===== src/rtl/glitch_sequencer.sv =====
// glitch_sequencer
//   Programmable glitch-pulse scheduler. Timing registers are written into
//   shadow copies at any time and copied to the active set on an accepted arm.
//   A synchronized trigger edge in ARMED starts: DELAY cycles of wait, then
//   COUNT pulses of WIDTH cycles separated by GAP cycles, then a DONE strobe.
//
// Optional feature macro: GLITCH_ARM_TIMEOUT_EN
//   Defined:   ARMED gives up after TIMEOUT cycles without a trigger event
//              (o_timeout strobe, back to IDLE). TIMEOUT=0 disables it.
//   Undefined: address 5 is ignored, o_timeout is tied low.
//
// Ports
//   clk          system clock
//   reset        asynchronous active-high reset
//   i_cfg_we     config write strobe
//   i_cfg_addr   0 DELAY, 1 WIDTH, 2 GAP, 3 COUNT, 4 CTRL{pol,rearm}, 5 TIMEOUT
//   i_cfg_data   config write data
//   i_arm        arm strobe (accepted only in IDLE)
//   i_disarm     abort strobe, wins over everything
//   i_trig       asynchronous external trigger
//   o_glitch     registered glitch pulse
//   o_armed      high in ARMED
//   o_busy       high in DELAY/PULSE/GAP
//   o_done       one-cycle strobe at sequence end
//   o_timeout    one-cycle strobe on arm timeout
module glitch_sequencer #(
  parameter int CNT_W       = 32,
  parameter int SYNC_STAGES = 2
) (
  input  logic             clk,
  input  logic             reset,
  input  logic             i_cfg_we,
  input  logic [2:0]       i_cfg_addr,
  input  logic [CNT_W-1:0] i_cfg_data,
  input  logic             i_arm,
  input  logic             i_disarm,
  input  logic             i_trig,
  output logic             o_glitch,
  output logic             o_armed,
  output logic             o_busy,
  output logic             o_done,
  output logic             o_timeout
);

  typedef enum logic [2:0] {
    S_IDLE, S_ARMED, S_DELAY, S_PULSE, S_GAP, S_DONE
  } state_t;

  localparam logic [CNT_W-1:0] ONE = {{(CNT_W-1){1'b0}}, 1'b1};

  // WIDTH/GAP/COUNT of zero behave as one.
  function automatic logic [CNT_W-1:0] clamp1(input logic [CNT_W-1:0] v);
    return (v == '0) ? ONE : v;
  endfunction

  state_t state_q, state_d;
  logic   load_active;
  logic   timeout_fire;

  logic [CNT_W-1:0] sh_delay, sh_width, sh_gap, sh_count;
  logic [1:0]       sh_ctrl;
  logic [CNT_W-1:0] act_delay, act_width, act_gap, act_count;
  logic             act_rearm, act_pol;
  logic [CNT_W-1:0] dcnt, wcnt, gcnt, pcnt;

  logic [SYNC_STAGES-1:0] sync_q;
  logic                   trig_prev;
  logic                   sync_out;
  logic                   trig_event;

  // Shadow registers: writable in any state, never used directly by a sequence.
  // NOTE: sequential state uses non-blocking assignments only, so every flop
  // samples pre-edge values regardless of block ordering.
  always_ff @(posedge clk or posedge reset) begin
    if (reset) begin
      sh_delay <= '0;
      sh_width <= ONE;
      sh_gap   <= ONE;
      sh_count <= ONE;
      sh_ctrl  <= '0;
    end else if (i_cfg_we) begin
      case (i_cfg_addr)
        3'd0:    sh_delay <= i_cfg_data;
        3'd1:    sh_width <= i_cfg_data;
        3'd2:    sh_gap   <= i_cfg_data;
        3'd3:    sh_count <= i_cfg_data;
        3'd4:    sh_ctrl  <= i_cfg_data[1:0];
        default: ;
      endcase
    end
  end

  // Trigger synchronizer plus one edge-detect register.
  always_ff @(posedge clk or posedge reset) begin
    if (reset) begin
      sync_q    <= '0;
      trig_prev <= 1'b0;
    end else begin
      sync_q    <= {sync_q[SYNC_STAGES-2:0], i_trig};
      trig_prev <= sync_out;
    end
  end

  assign sync_out   = sync_q[SYNC_STAGES-1];
  // POL=0 selects rising edges (new level 1), POL=1 falling (new level 0).
  assign trig_event = (sync_out != trig_prev) && (sync_out == ~act_pol);

`ifdef GLITCH_ARM_TIMEOUT_EN
  logic [CNT_W-1:0] sh_timeout, act_timeout, tcnt;

  always_ff @(posedge clk or posedge reset) begin
    if (reset) begin
      sh_timeout  <= '0;
      act_timeout <= '0;
      tcnt        <= '0;
    end else begin
      if (i_cfg_we && i_cfg_addr == 3'd5) sh_timeout <= i_cfg_data;
      if (load_active) act_timeout <= sh_timeout;
      // Fresh count on every ARMED entry; from IDLE the active copy is being
      // loaded this same edge, so take the shadow directly.
      if (state_d == S_ARMED && state_q != S_ARMED)
        tcnt <= (state_q == S_IDLE) ? sh_timeout : act_timeout;
      else if (state_q == S_ARMED && tcnt != '0)
        tcnt <= tcnt - ONE;
    end
  end
`endif

  always_ff @(posedge clk or posedge reset) begin
    if (reset) state_q <= S_IDLE;
    else       state_q <= state_d;
  end

  // NOTE: every signal written here gets a default first, so no path through
  // the case can leave it unassigned and infer a latch.
  always_comb begin
    state_d      = state_q;
    load_active  = 1'b0;
    timeout_fire = 1'b0;
    case (state_q)
      S_IDLE: begin
        if (i_arm) begin
          state_d     = S_ARMED;
          load_active = 1'b1;
        end
      end
      S_ARMED: begin
        if (trig_event) begin
          state_d = S_DELAY;
        end
`ifdef GLITCH_ARM_TIMEOUT_EN
        else if (act_timeout != '0 && tcnt == '0) begin
          state_d      = S_IDLE;
          timeout_fire = 1'b1;
        end
`endif
      end
      S_DELAY: if (dcnt == '0) state_d = S_PULSE;
      S_PULSE: if (wcnt == ONE) state_d = (pcnt == ONE) ? S_DONE : S_GAP;
      S_GAP:   if (gcnt == ONE) state_d = S_PULSE;
      S_DONE:  state_d = act_rearm ? S_ARMED : S_IDLE;
      default: state_d = S_IDLE;
    endcase
    // Disarm overrides arm, trigger and timeout alike.
    if (i_disarm) begin
      state_d      = S_IDLE;
      load_active  = 1'b0;
      timeout_fire = 1'b0;
    end
  end

  // Active copies and sequence counters. wcnt/gcnt count down to 1 so the
  // state lasts exactly WIDTH/GAP cycles; dcnt counts to 0 so DELAY=0 works.
  always_ff @(posedge clk or posedge reset) begin
    if (reset) begin
      act_delay <= '0;
      act_width <= ONE;
      act_gap   <= ONE;
      act_count <= ONE;
      act_rearm <= 1'b0;
      act_pol   <= 1'b0;
      dcnt      <= '0;
      wcnt      <= '0;
      gcnt      <= '0;
      pcnt      <= '0;
    end else begin
      if (load_active) begin
        act_delay <= sh_delay;
        act_width <= clamp1(sh_width);
        act_gap   <= clamp1(sh_gap);
        act_count <= clamp1(sh_count);
        act_rearm <= sh_ctrl[0];
        act_pol   <= sh_ctrl[1];
      end
      case (state_q)
        S_ARMED: begin
          if (state_d == S_DELAY) begin
            dcnt <= act_delay;
            pcnt <= act_count;
          end
        end
        S_DELAY: begin
          if (dcnt != '0) dcnt <= dcnt - ONE;
          else            wcnt <= act_width;
        end
        S_PULSE: begin
          if (state_d == S_GAP) begin
            gcnt <= act_gap;
            pcnt <= pcnt - ONE;
          end else begin
            wcnt <= wcnt - ONE;
          end
        end
        S_GAP: begin
          if (gcnt == ONE) wcnt <= act_width;
          else             gcnt <= gcnt - ONE;
        end
        default: ;
      endcase
    end
  end

  // Outputs are registered decodes of the next state so they line up with
  // the state register and are glitch-free at the pin.
  always_ff @(posedge clk or posedge reset) begin
    if (reset) begin
      o_glitch  <= 1'b0;
      o_armed   <= 1'b0;
      o_busy    <= 1'b0;
      o_done    <= 1'b0;
      o_timeout <= 1'b0;
    end else begin
      o_glitch  <= (state_d == S_PULSE);
      o_armed   <= (state_d == S_ARMED);
      o_busy    <= (state_d == S_DELAY) || (state_d == S_PULSE) || (state_d == S_GAP);
      o_done    <= (state_d == S_DONE);
      o_timeout <= timeout_fire;
    end
  end

endmodule

===== config.mk =====
export PLATFORM = sky130hd
export DESIGN_NAME = glitch_sequencer
export DESIGN_NICKNAME = d
export VERILOG_FILES = /design/src/rtl/glitch_sequencer.sv
export SDC_FILE = /design/constraint.sdc
export NUM_CORES = 1
export LEC_CHECK = 0
export BUFFER_PORTS_ARGS = -buffer_cell sky130_fd_sc_hd__buf_2
export CORE_MARGIN = 5
export CORE_UTILIZATION = 40
export CTS_BUF_LIST = sky130_fd_sc_hd__clkbuf_4 sky130_fd_sc_hd__clkbuf_8
export CTS_CLUSTER_DIAMETER = 40
export DETAILED_ROUTE_END_ITERATION = 8
export GPL_TIMING_DRIVEN = 0
export SLEW_MARGIN = 0
export SYNTH_ARGS = -nofsm -noshare
export SYNTH_HDL_FRONTEND = slang
export SYNTH_SLANG_ARGS = --single-unit
export TNS_END_PERCENT = 1

===== constraint.sdc =====
create_clock -name clk -period 11.3 [get_ports clk]
set_clock_uncertainty 0.2 [all_clocks]
set_input_delay 0.565 -clock clk [delete_from_list [all_inputs] [get_ports clk]]
set_output_delay 0.565 -clock clk [all_outputs]
set_load 0.05 [all_outputs]

# ---- Word-level counts from Yosys, hierarchy flattened
# Cells that the tools add are included.
dict set report classes {
  addsub 4
  eq_ne 26
  muxes 28
  bitwise 1
  reduce_logical 23
}
# op n
set op_table {}
lappend op_table {{$mux W32} 12}
lappend op_table {{$pmux W32 S2} 3}
lappend op_table {{$logic_not A32 Y1} 4}
lappend op_table {{$sub A32 B1 Y32 const B} 4}
lappend op_table {{$eq A32 B1 Y1 const B} 3}
lappend op_table {{$pmux W32 S3} 1}
lappend op_table {{$reduce_bool A32 Y1} 1}
lappend op_table {{$eq A3 B2 Y1 const B} 6}
lappend op_table {{$mux W3} 6}
lappend op_table {{$pmux W3 S6} 1}
lappend op_table {{$eq A3 B3 Y1 const B} 5}
lappend op_table {{$ne A2 B2 Y1 const B} 7}
lappend op_table {{$reduce_and A2 Y1} 5}
lappend op_table {{$eq A3 B1 Y1 const B} 3}
lappend op_table {{$reduce_and A3 Y1} 3}
lappend op_table {{$logic_not A3 Y1} 2}
lappend op_table {{$reduce_bool A2 Y1} 3}
lappend op_table {{$mux W1} 5}
lappend op_table {{$reduce_and A4 Y1} 1}
lappend op_table {{$reduce_bool A3 Y1} 1}
lappend op_table {{$logic_or A1 B1 Y1} 2}
lappend op_table {{$eq A1 B1 Y1} 1}
lappend op_table {{$logic_and A1 B1 Y1} 1}
lappend op_table {{$ne A1 B1 Y1} 1}
lappend op_table {{$not A1 Y1} 1}
dict set report word_totals {
  regBits 398
  input_bits 41
  word_cells 104
}

# ---- Depth between registers and ports, before layout
dict set report depth {
  ltp_word 9
  mapped_depth 12
}

# ---- Worst setup path before layout
# OpenSTA, ideal clock, no wires.
dict set report synth_timing {
  path_kind {register -> register}
  from {register dcnt[0]}
  to {register wcnt[13]}
  setup_time_ps 121
  arrival_ps 2438
  t_required_ps 10979
  path_slack_ps 8541
  stages_incl_launch_ff 13
  path_buffers 3
  period_less_slack_ps 2759
  path_cell_list {dfrtp_1 inv_1 ha_1 or4b_1 clkbuf_1 nor4_1 a31oi_1 o21bai_1 and2_1 buf_2 buf_6 o21ai_1 a22o_1}
}
dict set report synth_via {
  elab_chain_len 7
  elab_cells_between_ends 9
  cone_classes {eq/ne: 3; mux: 3; reduce/logical: 3}
}
# item line_no
set synth_rtl {}
lappend synth_rtl {{from (decl)} 64} ;# logic [CNT_W-1:0] dcnt, wcnt, gcnt, pcnt;
lappend synth_rtl {{from (signal assigned)} 198} ;# dcnt <= act_delay;
lappend synth_rtl {{from (signal assigned)} 203} ;# if (dcnt != '0) dcnt <= dcnt - ONE;
lappend synth_rtl {{$logic_not A32 Y1} 158} ;# S_DELAY: if (dcnt == '0) state_d = S_PULSE;
lappend synth_rtl {{$mux W3} 158}
lappend synth_rtl {{$pmux W3 S6} 140} ;# case (state_q)
lappend synth_rtl {{$mux W3} 165} ;# if (i_disarm) begin
lappend synth_rtl {{$eq A3 B3 Y1} 207} ;# if (state_d == S_GAP) begin
lappend synth_rtl {{$ne A2 B2 Y1 (no line)} n/a}
lappend synth_rtl {{$reduce_and A4 Y1 (no line) *} n/a}
lappend synth_rtl {{to (signal assigned)} 204} ;# else wcnt <= act_width;
lappend synth_rtl {{to (signal assigned)} 211} ;# wcnt <= wcnt - ONE;
lappend synth_rtl {{to (signal assigned)} 215} ;# if (gcnt == ONE) wcnt <= act_width;
lappend synth_rtl {{to (decl)} 64}
# Mark *: on every way between the ends. The rest lies on a longest branch, timed or not.
# A chain may end at the register's enable or synchronous reset.

# ---- Final worst setup path
dict set report layout_timing {
  from {register state_q[1]}
  to {register act_count[29]}
}
dict set report layout_via {
  elab_chain_len 3
}
# item line_no
set layout_rtl {}
lappend layout_rtl {{from (decl)} 56} ;# state_t state_q, state_d;
lappend layout_rtl {{from (signal assigned)} 131} ;# else state_q <= state_d;
lappend layout_rtl {{$logic_not A3 Y1} 140}
lappend layout_rtl {{$mux W1} 140}
lappend layout_rtl {{$mux W1} 165}
lappend layout_rtl {{to (signal assigned)} 191} ;# act_count <= clamp1(sh_count);
lappend layout_rtl {{to (decl)} 62} ;# logic [CNT_W-1:0] act_delay, act_width, act_gap, act_count;
# No other way between the ends.

==> flow_summary.ini <==
[floorplan]
die_h_um = 225.3
die_x_um = 225.3
coreArea_um2 = 45580
num_rows = 78
pin_count = 46
dieArea_um2 = 50750
start_util = 0.4067

[logic_synthesis]
synth-edff-count = 0
syn_inst = 1680
synth-main-ff-cell = dfrtp_1
synth.avg_cell_area_um2 = 11.03
yosysUniqueCellTypes = 72
yosys_register_bits = 398
yosysSeqAreaShare = 0.5377
ys_warn_count = 0
synthArstFlopShare = 1.000
syn_nets = 1728
syn-cell-area_um2 = 18540

[clock_network]
numCtsBuffers = 74
cts_hold_buf = 3
path_clk_slew_ps = 60
cts_buffer_depth = 3
clk_latency_ps = 640
cts_tree = done
postCtsSetupRepairBufs = 0
h-tree-depth = 3
clkSinkCount = 398
cts_resized = 0
root_buffer = clkbuf_8

[place]
dp_slack_ps = 7507
gp_congestion = 0.8966
portBuffers = 44
place_hpwl_mm = 39.95

[sta]
fin_tns_setup_ps = 0
finalWorstSetupSlack_ps = 7431
timing.slew.headroom = 0.3044
setup_viol = 0
drv_slew = 0
rsz0062_at_grt = no
period_needed_ps = 3869
hold_viol_final = 0
timing.fmax_ghz = 0.2585
worst_pin_slew_ps = 1041
period_share = 0.3424

[finish]
nets = 1862
area_growth_pct = 15.77
utilization = 0.4709
final_cell_mix = dfrtp_1 (392), mux2_2 (257), nor2_1 (144)
drive_gt1_frac = 0.2753
fillerInstances = 4185
final_common_cell = dfrtp_1

[critical_path]
rrSetupSlack_ps = 7430
rr_startpoint = state_q[1]$_DFF_PP0_
r2r_end = act_count[29]$_DFFE_PP0P_
crit_fanout = 11
required_ps = 11600
endpoint_kind = flip-flop
critical_path.endpoint = act_count[29]$_DFFE_PP0P_
worstSetupPathType = flip-flop to flip-flop
rr_worst_depth = 7
startpoint = state_q[1]$_DFF_PP0_
cp_data_arrival_time_ps = 4170
start_kind = flip-flop

[job]
cap_violations = 0

[worst_hold_path]
hold_class = primary input to flip-flop

[outcome]
outcome = complete, no violations

[global_route]
grt_pass1_vias = 14240
antenna_found_initial = 6
grt_pass1_wl_mm = 86.78
track_usage = 0.2217
grt_overflow = 0
grt_max_degree = 43

[power]
powerDensity_nw_per_um2 = 229.6
total_power_uw = 4927
peakVddDrop_mv = 0.1681
leakagePower_uw = 0.008654

[route]
drt_wl_total_mm = 56.33
viasPerCell = 5.905
drt_first_pass_iters = 6
vias = 14610
drt_iter0_markers = 1752
drt-wirelength-per-cell_um = 22.77
drc = 0
ant_nets = 0
sequential cells by signal, summed over array words and instances, names as in the netlist:
signal and cells:
pcnt 32, o_glitch 1, act_count 32, act_pol 1, o_done 1, sh_count 32
o_busy 1, sh_ctrl 2, sh_width 32, act_rearm 1, act_width 32, dcnt 32
o_armed 1, act_gap 32, sh_delay 32, trig_prev 1, state_q 3, sync_q 2
act_delay 32, sh_gap 32, gcnt 32, wcnt 32
power by group:
group	switching, µW	total, µW	internal [µW]
Clock	630	1570	944
Sequential	429	2330	1900
Combinational	505	1020	516
cell usage after synthesis (all sizes together) (9+ instances only):
| cell | instances | share of area |
|---|---|---|
| a21oi | 134 | 0.039 |
| or2 | 9 | 0.0030 |
| buf | 29 | 0.012 |
| nand3 | 28 | 0.0078 |
| clkbuf | 72 | 0.015 |
| or3 | 15 | 0.0053 |
| dfrtp | 392 | 0.53 |
| or4 | 12 | 0.0051 |
| o22a | 14 | 0.0066 |
| nand4 | 18 | 0.0061 |
| a22oi | 31 | 0.013 |
| o22ai | 18 | 0.0061 |
| nand2 | 93 | 0.019 |
| nor2 | 144 | 0.029 |
| o2bb2ai | 12 | 0.0057 |
| mux2 | 257 | 0.16 |
| inv | 16 | 0.0032 |
| nor4 | 59 | 0.022 |
| nor3 | 48 | 0.013 |
| o21ai | 147 | 0.040 |
| a31oi | 16 | 0.0054 |
layer usage:
metal  routed length, µm  part of all wire  vias to the layer above  track usage
li1                    -                 -                     6516            -
met3                4860             0.086                      119      0.05901
met4                1553             0.028                        0      0.06775
met2               24240              0.43                      637       0.3197
met5                   0                 0                        -            0
met1               25680              0.46                     7336       0.3280
how the worst min path moves through the flow:
stage,start,end,depth (start not counted)
after floorplan,sync_q[0]$_DFF_PP0_,sync_q[1]$_DFF_PP0_,0
after global placement,sync_q[0]$_DFF_PP0_,sync_q[1]$_DFF_PP0_,0
after detailed placement,sync_q[0]$_DFF_PP0_,sync_q[1]$_DFF_PP0_,0
after CTS,i_cfg_data[30],sh_width[30]$_DFFE_PP0P_,2
after global routing,i_cfg_data[30],sh_gap[30]$_DFFE_PP0P_,2
final,i_cfg_data[30],sh_width[30]$_DFFE_PP0P_,2
through the flow:
stage	std cells	cell area, µm²	hold WS, ps
6_report	2474	21460	83.25
5_1_grt	2471	21450	48.54
4_1_cts	2471	21450	22.57
3_5_place_dp	2335	19730	137.9
3_3_place_gp	2324	19510	134.6
2_1_floorplan	1680	18540	131.2
kinds of logic after synthesis:
family | after synthesis | synth area share
flops | 398 | 0.5377
compound gates | 429 | 0.1422
mux | 258 | 0.1567
fa+ha+maj | 7 | 0.004724
other cells | 1 | 0.0002023
buf+inv | 117 | 0.02949
simple gates | 470 | 0.1291
area by class of cell:
cell class	instances	area, µm²	share of cell area
diodes	3	7.507	0.0003498
clock buffers	115	1426	0.06646
inverters	16	63.81	0.002973
clock inverters	18	264.0	0.01230
multi-input cells	1165	8024	0.3739
repair buffers	58	470.5	0.02192
plain buffers	101	486.7	0.02268
flip-flops and latches	398	9967	0.4644
well taps	600	750.7	0.03498
worst max-delay path: stages (launching register included):
cell      delay, ps
dfrtp_1         420
clkbuf_1        230
nor2_1          300
and3_1          200
clkbuf_1        430
clkbuf_1        750
clkbuf_1        800
mux2_2          420
Note: power is estimated with default switching activity, not from simulation.
